### config.mk
export PLATFORM = sky130hd
export DESIGN_NAME = base_arbiter
export DESIGN_NICKNAME = d
export VERILOG_FILES = /design/src/rtl/base_arbiter.sv
export SDC_FILE = /design/constraint.sdc
export NUM_CORES = 1
export LEC_CHECK = 0
export BUFFER_PORTS_ARGS = -buffer_cell sky130_fd_sc_hd__buf_2
export CAP_MARGIN = 0
export CORE_MARGIN = 8
export CORE_UTILIZATION = 48
export DETAILED_ROUTE_END_ITERATION = 8
export PLACE_DENSITY = 0.72
export SLEW_MARGIN = 25
export SYNTH_ARGS = -nofsm -noshare
export SYNTH_HDL_FRONTEND = slang
export SYNTH_SLANG_ARGS = --single-unit
### constraint.sdc
create_clock -name clk -period 1.7 [get_ports clk]
set_clock_uncertainty 0.1 [all_clocks]
set_input_delay 0.34 -clock clk [delete_from_list [all_inputs] [get_ports clk]]
set_output_delay 0.34 -clock clk [all_outputs]
set_load 0.1 [all_outputs]
### src/rtl/base_arbiter.sv
// Four-requester round-robin arbiter with a registered one-hot grant,
// mandatory idle gap between grants and an optional hold-time limit.
module base_arbiter #(
  parameter logic [7:0] HOLD_MAX = 8'd16
) (
  input  logic       clk,
  input  logic       rst_n,
  input  logic [3:0] req,
  input  logic [3:0] done,
  output logic [3:0] gnt,
  output logic [1:0] gnt_id,
  output logic       gnt_valid,
  output logic       timeout
);

  typedef enum logic {
    IDLE = 1'b0,
    BUSY = 1'b1
  } state_t;

  // Counter value seen on the last cycle a grant may be held
  localparam logic [7:0] HOLD_LAST = HOLD_MAX - 8'd1;

  state_t     state_q, state_d;
  logic [1:0] last_q, last_d;
  logic [1:0] id_q, id_d;
  logic [7:0] cnt_q, cnt_d;
  logic [3:0] gnt_q, gnt_d;
  logic       to_q, to_d;

  logic [1:0] win;
  logic       win_found;
  logic       hold_hit;

  // Round-robin search starting one above the last owner, wrapping around
  always_comb begin : pick_winner
    logic [1:0] idx;
    idx       = '0;
    win       = '0;
    win_found = 1'b0;
    for (int unsigned k = 1; k <= 4; k++) begin
      idx = last_q + 2'(k);
      if (!win_found && req[idx]) begin
        win       = idx;
        win_found = 1'b1;
      end
    end
  end

  // Hold limit reached on this cycle; a zero limit never fires
  always_comb begin
    hold_hit = (HOLD_MAX != 8'd0) && (cnt_q == HOLD_LAST);
  end

  // Next-state logic: grant from IDLE, release on owner done or hold limit
  always_comb begin
    state_d = state_q;
    last_d  = last_q;
    id_d    = id_q;
    cnt_d   = cnt_q;
    gnt_d   = gnt_q;
    to_d    = 1'b0;
    unique case (state_q)
      IDLE: begin
        gnt_d = '0;
        if (win_found) begin
          state_d = BUSY;
          last_d  = win;
          id_d    = win;
          cnt_d   = '0;
          gnt_d   = 4'b0001 << win;
        end
      end
      BUSY: begin
        // Owner release takes precedence, so a simultaneous limit is not a timeout
        if (done[id_q]) begin
          state_d = IDLE;
          gnt_d   = '0;
        end else if (hold_hit) begin
          state_d = IDLE;
          gnt_d   = '0;
          to_d    = 1'b1;
        end else if (cnt_q != '1) begin
          cnt_d = cnt_q + 8'd1;
        end
      end
      default: begin
        state_d = IDLE;
        gnt_d   = '0;
      end
    endcase
  end

  // State register; reset gives requester 0 first priority
  always_ff @(posedge clk or negedge rst_n) begin
    if (!rst_n) begin
      state_q <= IDLE;
      last_q  <= 2'd3;
      id_q    <= '0;
      cnt_q   <= '0;
      gnt_q   <= '0;
      to_q    <= 1'b0;
    end else begin
      state_q <= state_d;
      last_q  <= last_d;
      id_q    <= id_d;
      cnt_q   <= cnt_d;
      gnt_q   <= gnt_d;
      to_q    <= to_d;
    end
  end

  assign gnt       = gnt_q;
  assign gnt_id    = id_q;
  assign gnt_valid = (state_q == BUSY);
  assign timeout   = to_q;

  // Grant vector always matches the owner index
  a_gnt_decode: assert property (@(posedge clk) disable iff (!rst_n)
    gnt == (gnt_valid ? (4'b0001 << gnt_id) : 4'b0000));

  // A timeout pulse only ever appears during the idle gap
  a_to_idle: assert property (@(posedge clk) disable iff (!rst_n)
    timeout |-> !gnt_valid);

endmodule

==> results of run 1 <==
[area by class of cell]
type / instances / area (um^2) / area share
clock buffer: 4 / 36.3 / 0.0266
inverter: 2 / 7.51 / 0.00549
multi-input combinational: 73 / 592 / 0.433
sequential: 18 / 459 / 0.336
tap: 27 / 33.8 / 0.0247
timing repair buffer: 31 / 238 / 0.174
[how the worst max path moves through the flow]
stage	endpoint	startpoint	slack, ps
2_1_floorplan	cnt_q[7]	gnt_id[1]	-110
3_3_place_gp	gnt[3]	gnt_id[1]	20
3_5_place_dp	cnt_q[7]	gnt_id[1]	-20
4_1_cts	cnt_q[5]	gnt_id[1]	-30
5_1_grt	cnt_q[5]	gnt_id[1]	-90
6_report	cnt_q[7]	gnt_id[1]	-40
[flip-flops by register name, indices dropped and copies added (netlist names)]
| name | cells |
|---|---|
| gnt_id | 2 |
| timeout | 1 |
| gnt_valid | 1 |
| cnt_q | 8 |
| gnt | 4 |
| last_q | 2 |
[metrics by stage]
step,area [um^2],setup slack (ps),util
4_1_cts,1300,-34.2,0.669
5_1_grt,1370,-86.4,0.704
6_report,1370,-35.5,0.704
3_5_place_dp,1250,-19.9,0.642
3_3_place_gp,1250,15.3,0.642
2_1_floorplan,1030,-107,-
[cell families after synthesis]
group,count (synthesis),synth area share
muxes,6,0.0672
DFF,18,0.459
buffers and inverters,6,0.0317
adders and majority gates,1,0.0127
AOI/OAI and AO/OA,26,0.191
and+or+nand+nor,40,0.238
[per-layer routing]
metal	routed length (um)	vias up	part of all wire	global-route usage
li1	-	429	-	-
met1	1120	396	0.47	0.192
met2	1080	23	0.45	0.213
met3	158	4	0.066	0.0397
met4	29	0	0.012	0.0487
met5	0	-	0	0
[power breakdown]
part	switching (W)	internal [W]	leakage, nW	total [W]
clock network	0.000141	0.000131	0.0210	0.000272
registers	0.000117	0.000585	0.231	0.000703
logic	0.00107	0.000524	0.358	0.00159
total	0.00133	0.00124	0.610	0.00257
[worst register-to-register path, stage by stage (launching register included)]
cell and delay [ps]:
dfrtp_4 510, mux2_4 320, o22a_4 250, buf_12 140, o41ai_2 210, a21oi_1 100
[cells in the final DEF (no fill, tap or decap), types with 2 or more instances in the layout]
cell       netlist  layout
o41ai_2          0       2
nor3_1           4       2
dfrtp_2          0       2
dfrtp_1         16      13
nor2_1           5       5
nor4_4           2       2
inv_1            2       2
nand2b_1         5       5
buf_4            0      11
buf_2            0      16
a21oi_1          6       6
nor3_4           0       2
clkbuf_4         0       3
nand3_1          6       6
dfstp_2          2       2
mux2i_1          4       4
and3_1           2       2
o211ai_1         2       2
buf_12           0       2
nand2_1         11      11
o21ai_0          3       2
a32o_1           2       2
o2bb2ai_2        0       2
mux2_4           1       2
[what timing repair did]
action | 4_1_cts | 5_1_grt
gates cloned | 0 | 1
endpoints found under the setup margin | 9 | 12
pin swaps | 0 | 1
gates resized for setup | 1 | 8
endpoints found under the hold margin | 16 | 0
hold buffers | 1 | 0
==> qor.csv, run 1 <==
metric,value,unit
number of I/O port buffers,17,
TritonCTS clock tree,yes,
last weighted congestion value of the routability-driven placer,0.850,
fill cell count,148,
synthesis-to-finish area growth,38.4,%
I/O pin total,18,
via/cell ratio,5.50,
status,finished with violations,
worst reg-to-reg path cell count,5,
number of synthesized flops with an enable pin,0,
Die Span Y,61.4,um
MaxCap Viol Count,0,
antenna cells,0,
proportion of synthesized flip-flops having asynchronous set or reset,1.00,
largest cells by area after synthesis,"dfrtp_1 (41%), dfstp_2 (5.3%), nor4_4 (4.3%)",
top cell types by occurrence after synthesis,"dfrtp_1 (16), nand2_1 (11), a21oi_1 (6), nand3_1 (6)",
path class of the lowest-slack min-delay path,primary input to async pin,
peak clock frequency supported by timing,0.576,GHz
synth unique cells,36,
"Clk Latency, worst-skew pair",300,ps
placed cells,149,
CP startpoint kind,flop,
"Reg clk slew, reported paths",110,ps
number of H-tree branching levels,1,
endpoint kind of the worst setup timing path,flop,
launch instance of the worst register-to-register path,gnt_id[1],
Final period util,1.02,
Stages on worst setup path,5,
core area,0.00194,mm^2
maximum fanout encountered on the critical timing path,5,
setup TNS,-154,ps
failing checks,setup timing,
per-cell routed wire length,15.4,um
final count of hold timing violations,0,
Horiz. Die Dim,61.4,um
max-slew violations,0,
Avg Inst Size Synth,10.2,um^2
Crit Reg-Reg Endpoint,cnt_q[7],
Power Density,1880,mW/mm^2
vias in the first global route,841,
most common cell in the synthesized netlist,dfrtp_1,
flip-flop and latch count after synthesis,18,
HPWL after detailed placement,1720,um
arrival time at the worst endpoint,1830,ps
category of cells accounting for the largest share of critical-path delay,compound AO/OA/AOI/OAI gates,
post-route setup slack,-35.5,ps
Mapped Area,987,um^2
wire length of the first global-routing pass,3980,um
antenna-violating nets left,0,
"number of standard cells in the layout, taps in and fillers out",155,
initial detailed-routing violation count,27,
Register-to-Register Setup Slack,-40,ps
Post-route DRC,0,
net count after synthesis,108,
minimum clock period,1740,ps
WHS,376,ps
overall power consumption,0.00257,W
pin count of the biggest net entering global routing,19,
Max Root-Sink Buffers,2,
share of post-route cells with drive strength above 1,0.430,
layout net count,140,
slew margin rel.,0.674,
leakage power,0.610,nW
number of placement rows,16,
worst slew pin tran,492,ps
Synth Instances,97,
fraction of post-synthesis cell area in the top cell type by area,0.406,
CP bufs+invs,1,
delay of the slowest cell on the worst path,510,ps
class of the most critical setup path,flop to flop,
Total GRT Usage,0.143,
dominant register cell in the synthesized netlist,dfrtp_1,
Detailed Route WL,2390,um
CP Cell Sequence,"mux2_4, o22a_4, buf_12, o41ai_2, a21oi_1",
global route overflow,0,
via count,852,
setup bufs post-CTS,0,
dominant cell type by area after synthesis,dfrtp_1,
data required time at the worst endpoint,1790,ps
sequential fraction of the synthesis area,0.459,
antenna violations before repair,0,
Root Buffer,clkbuf_4,
number of synthesis warnings,0,
final setup vio count,10,
number of buffers created by CTS,3,
First-pass DRT Iterations,4,
worst vdd ir,1620,uV
TritonCTS sink count,18,
setup repair after global routing missed its margin,true,
Starting Density,0.508,
die area,0.00376,mm^2
cell at the slowest stage of the critical path,dfrtp_4,
Note: power is estimated with default switching activity, not from simulation.
==> inputs of run 2 (changes only) <==
--- a/config.mk
+++ b/config.mk
@@ -15,3 +15,4 @@
 export SYNTH_ARGS = -nofsm -noshare
 export SYNTH_HDL_FRONTEND = slang
 export SYNTH_SLANG_ARGS = --single-unit
+export TNS_END_PERCENT = 10
==> run 2 against run 1 <==
The flow still finishes with violations (setup timing). Count of clock-buffer cells in the layout unchanged. Sequential share of layout area up 1.6 points. Critical path depth stayed put. Sequential power is 1% lower. Global-route usage decreased by 0.29 points. Worst setup slack improved by 14 ps. Via count increased by 0.94%. Final area is 4.6% lower.
==> qor.csv, run 2 (synthesis gave the netlist of run 1 again) <==
metric,value,unit
status,finished with violations,
failing checks,setup timing,
HPWL after detailed placement,1680,um
max-slew violations,0,
synthesis-to-finish area growth,32.1,%
number of buffers created by CTS,3,
number of flip-flops in the largest register,8,
Max Root-Sink Buffers,2,
setup bufs post-CTS,0,
path class of the lowest-slack min-delay path,primary input to async pin,
total area of sequential cells,459,um^2
die area,0.00376,mm^2
Register-to-Register Setup Slack,-20,ps
Horiz. Die Dim,61.4,um
placed cell area,0.00125,mm^2
TritonCTS sink count,18,
arrival time at the worst endpoint,1800,ps
number of placement rows,16,
core area,0.00194,mm^2
initial detailed-routing violation count,22,
CP Cell Sequence,"mux2_4, o22a_1, buf_12, nor4b_2, nor3_1",
TritonCTS clock tree,yes,
post-route setup slack,-22.0,ps
via/cell ratio,5.58,
Post-route DRC,0,
data required time at the worst endpoint,1780,ps
Starting Density,0.508,
largest register by flop count,cnt_q,
Crit Reg-Reg Endpoint,cnt_q[6],
final count of hold timing violations,0,
launch instance of the worst register-to-register path,gnt_id[1],
footprint of the multi-input gates,554,um^2
Power Density,1850,mW/mm^2
category of cells accounting for the largest share of critical-path delay,flip-flops,
WHS,385,ps
peak clock frequency supported by timing,0.581,GHz
vias in the first global route,842,
number of I/O port buffers,17,
wire length of the first global-routing pass,3930,um
MaxCap Viol Count,0,
Final period util,1.01,
layout net count,139,
antenna violations before repair,0,
Die Span Y,61.4,um
Total GRT Usage,0.140,
class of the most critical setup path,flop to flop,
cell at the slowest stage of the critical path,dfrtp_4,
minimum clock period,1720,ps
fill cell count,160,
worst reg-to-reg path cell count,5,
final setup vio count,2,
worst slew pin tran,490,ps
antenna-violating nets left,0,
CP bufs+invs,1,
First-pass DRT Iterations,4,
pin count of the biggest net entering global routing,19,
maximum fanout encountered on the critical timing path,9,
setup repair after global routing missed its margin,true,
most common library cell in the layout ignoring fill and taps,buf_2,
Detailed Route WL,2240,um
delay of the slowest cell on the worst path,510,ps
slew margin rel.,0.676,
leakage power,0.585,nW
via count,860,
I/O pin total,18,
worst vdd ir,1620,uV
per-cell routed wire length,14.6,um
last weighted congestion value of the routability-driven placer,0.850,
antenna cells,0,
setup TNS,-33.8,ps
endpoint kind of the worst setup timing path,flop,
"Reg clk slew, reported paths",110,ps
number of H-tree branching levels,1,
share of post-route cells with drive strength above 1,0.394,
"Non-Filler Cell Area, Final",0.00130,mm^2
CP startpoint kind,flop,
Stages on worst setup path,5,
global route overflow,0,
"Clk Latency, worst-skew pair",290,ps
Root Buffer,clkbuf_4,
most frequent cells in the layout,"buf_2 (16), dfrtp_1 (13), nand2_1 (11), buf_4 (11)",
[run 2: cell types whose count changed in the layout (fill, tap and decap cells not counted)]
cell       previous run  this run
o2bb2ai_1             0         2
o41ai_1               0         1
o2bb2ai_2             2         0
clkbuf_16             1         0
nor4b_2               0         1
nor4b_4               1         0
o41ai_2               2         1
o22a_1                1         2
o22a_4                1         0
[run 2: cell type report]
class                           instances  share of cell area
Clock buffer                            4              0.0278
Timing Repair Buffer                   30               0.163
Multi-Input combinational cell         73               0.425
Tap cell                               27              0.0259
Sequential cell                        18               0.352
Inverter                                2             0.00576
[run 2: through the flow]
step                       util  instances  setup WS [ps]  power, W
after floorplan               -         97           -107   0.00174
after global placement    0.642        149           15.3   0.00213
after detailed placement  0.642        149          -1.00   0.00214
after CTS                 0.669        154          -20.7   0.00242
after global routing      0.671        154          -77.0   0.00254
final                     0.671        154          -22.0   0.00241
[run 2: power by group]
| group | total (W) | internal, W | leakage [nW] | switching (W) |
|---|---|---|---|---|
| clock | 0.000266 | 0.000130 | 0.0210 | 0.000135 |
| sequential | 0.000693 | 0.000585 | 0.231 | 0.000108 |
| combinational | 0.00145 | 0.000431 | 0.333 | 0.00102 |
| total | 0.00241 | 0.00115 | 0.585 | 0.00126 |
[run 2: timing repair]
action                                  in CTS  in global routing
pin swaps                                    1                  1
endpoints found under the hold margin       16                  0
gates resized for setup                      1                  2
hold buffers                                 1                  0
endpoints found under the setup margin       7                 11
[run 2: how the worst max path moves through the flow]
| stage | start | to | slack [ps] |
|---|---|---|---|
| 2_1_floorplan | gnt_id[1] | cnt_q[7] | -110 |
| 3_3_place_gp | gnt_id[1] | gnt[3] | 20 |
| 3_5_place_dp | gnt_id[1] | cnt_q[5] | -1 |
| 4_1_cts | gnt_id[1] | cnt_q[5] | -20 |
| 5_1_grt | gnt_id[1] | cnt_q[5] | -80 |
| 6_report | gnt_id[1] | cnt_q[6] | -20 |
[run 2: layer usage]
layer | up-vias | routed length (um) | global-route usage
met5 | - | 0 | 0
met4 | 0 | 26 | 0.0649
met3 | 2 | 81 | 0.0334
met2 | 15 | 943 | 0.210
met1 | 415 | 1190 | 0.184
li1 | 428 | - | -
[run 2: worst reg2reg max path, stage by stage (launching register included)]
cell     delay [ps]
dfrtp_4         510
mux2_4          310
o22a_1          230
buf_12          160
nor4b_2         230
nor3_1           80
==> inputs of run 3 (changes only) <==
--- a/config.mk
+++ b/config.mk
@@ -8,9 +8,9 @@
 export BUFFER_PORTS_ARGS = -buffer_cell sky130_fd_sc_hd__buf_2
 export CAP_MARGIN = 0
 export CORE_MARGIN = 8
-export CORE_UTILIZATION = 48
+export CORE_UTILIZATION = 55
 export DETAILED_ROUTE_END_ITERATION = 8
-export PLACE_DENSITY = 0.72
+export PLACE_DENSITY = 0.78
 export SLEW_MARGIN = 25
 export SYNTH_ARGS = -nofsm -noshare
 export SYNTH_HDL_FRONTEND = slang
==> constraint.sdc (replaced) <==
create_clock -name clk -period 2.14 [get_ports clk]
set_clock_uncertainty 0.1 [all_clocks]
set_input_delay 0.428 -clock clk [delete_from_list [all_inputs] [get_ports clk]]
set_output_delay 0.428 -clock clk [all_outputs]
set_load 0.1 [all_outputs]
==> run 3 against run 2 <==
The flow now finishes without violations. Combinational power decreased by 33%. Fmax decreased by 5.3%. Critical path type unchanged. Non-clock buffer count down 11. Wire length fell by 5.3%. Largest power group unchanged. First-iteration DRC count grew 55%. Clock power shrank 20%. Utilization down 0.62 points. Critical endpoint is now cnt_q[7]. Power is 28% lower. Flip-flop and latch count unchanged.
==> qor.csv, run 3 (synthesis gave the netlist of run 1 again) <==
metric,value,unit
delay of the slowest cell on the worst path,440,ps
antenna violations before repair,0,
number of H-tree branching levels,1,
final count of hold timing violations,0,
TritonCTS sink count,18,
Starting Density,0.578,
post-CTS resize count,0,
CP Cell Sequence,"mux2_4, o22a_1, o41ai_1, a21oi_1",
Register-to-Register Setup Slack,320,ps
overall power consumption,0.00173,W
setup repair after global routing missed its margin,false,
cell at the slowest stage of the critical path,dfrtp_2,
worst vdd ir,1440,uV
arrival time at the worst endpoint,1900,ps
leakage power,0.513,nW
worst slew pin tran,563,ps
"Reg clk slew, reported paths",110,ps
initial detailed-routing violation count,34,
via/cell ratio,6.06,
peak clock frequency supported by timing,0.550,GHz
setup TNS,0,ps
last weighted congestion value of the routability-driven placer,0.815,
die area,0.00341,mm^2
worst reg-to-reg path cell count,4,
largest register by flop count,cnt_q,
final setup vio count,0,
worst hold endpoint,gnt[2],
setup bufs post-CTS,0,
via count,854,
minimum clock period,1820,ps
antenna-violating nets left,0,
maximum fanout encountered on the critical timing path,9,
Root Buffer,clkbuf_4,
Max Root-Sink Buffers,2,
class of the most critical setup path,flop to flop,
Horiz. Die Dim,58.4,um
number of buffers created by CTS,3,
endpoint kind of the worst setup timing path,flop,
Die Span Y,58.4,um
Hold Crit Start,gnt[2],
number of I/O port buffers,17,
global route overflow,0,
Post-route DRC,0,
HPWL after detailed placement,1560,um
synthesis-to-finish area growth,15.1,%
Crit Reg-Reg Endpoint,cnt_q[7],
path class of the lowest-slack min-delay path,flop to flop,
max-slew violations,0,
data required time at the worst endpoint,2220,ps
most frequent cells in the layout,"buf_2 (17), dfrtp_1 (14), nand2_1 (11)",
TritonCTS clock tree,yes,
slew margin rel.,0.623,
I/O pin total,18,
MaxCap Viol Count,0,
vias in the first global route,846,
Total GRT Usage,0.137,
share of post-route cells with drive strength above 1,0.284,
First-pass DRT Iterations,5,
Final period util,0.850,
wire length of the first global-routing pass,3680,um
Detailed Route WL,2130,um
number of flip-flops in the largest register,8,
most common library cell in the layout ignoring fill and taps,buf_2,
CP startpoint kind,flop,
CP bufs+invs,0,
launch instance of the worst register-to-register path,gnt_id[1],
hold buffer count at cts,1,
category of cells accounting for the largest share of critical-path delay,compound AO/OA/AOI/OAI gates,
antenna cells,0,
Power Density,1520,mW/mm^2
status,"complete, no violations",
layout net count,128,
core area,0.00171,mm^2
number of placement rows,15,
pin count of the biggest net entering global routing,19,
per-cell routed wire length,15.1,um
Worst Hold Depth,1,
"Clk Latency, worst-skew pair",300,ps
fill cell count,137,
run 3: area by class of cell:
class | instances | area [um^2] | share of cell area
clock buffers | 4 | 36.3 | 0.0319
inverters | 2 | 7.51 | 0.00661
well taps | 25 | 31.3 | 0.0275
repair buffers | 19 | 103 | 0.0903
multi-input cells | 73 | 503 | 0.443
flip-flops and latches | 18 | 455 | 0.401
run 3: how the worst max path moves through the flow:
stage | cells past startpoint | start | slack, ps | end
final | 4 | gnt_id[1] | 320 | cnt_q[7]
after global routing | 5 | cnt_q[0] | 240 | cnt_q[7]
after CTS | 4 | gnt_id[1] | 330 | cnt_q[7]
after detailed placement | 5 | done[1] | 280 | cnt_q[7]
after global placement | 5 | done[1] | 310 | cnt_q[7]
after floorplan | 5 | gnt_id[0] | 30 | cnt_q[7]
run 3: per-layer routing:
layer / routed length (um) / GRT usage / part of all wire / up-vias
met5: 0 / 0 / 0 / -
met4: 28 / 0.0629 / 0.013 / 0
met3: 158 / 0.0457 / 0.074 / 4
met2: 951 / 0.205 / 0.45 / 31
met1: 986 / 0.174 / 0.46 / 410
li1: - / - / - / 409
run 3: where the power goes:
group | total (W) | internal [W] | leakage [nW] | switching, W
Combinational | 0.000972 | 0.000217 | 0.260 | 0.000755
Sequential | 0.000547 | 0.000459 | 0.232 | 0.0000884
Clock | 0.000213 | 0.000104 | 0.0210 | 0.000109
run 3: metrics by stage:
stage	std cells	area [um^2]	setup WS [ps]	util	hold slack, ps
6_report	141	1140	321	0.665	395
5_1_grt	141	1140	240	0.665	428
4_1_cts	141	1140	328	0.665	406
3_5_place_dp	136	1090	279	0.638	273
3_3_place_gp	136	1090	308	0.638	272
2_1_floorplan	97	990	34.1	-	32.4
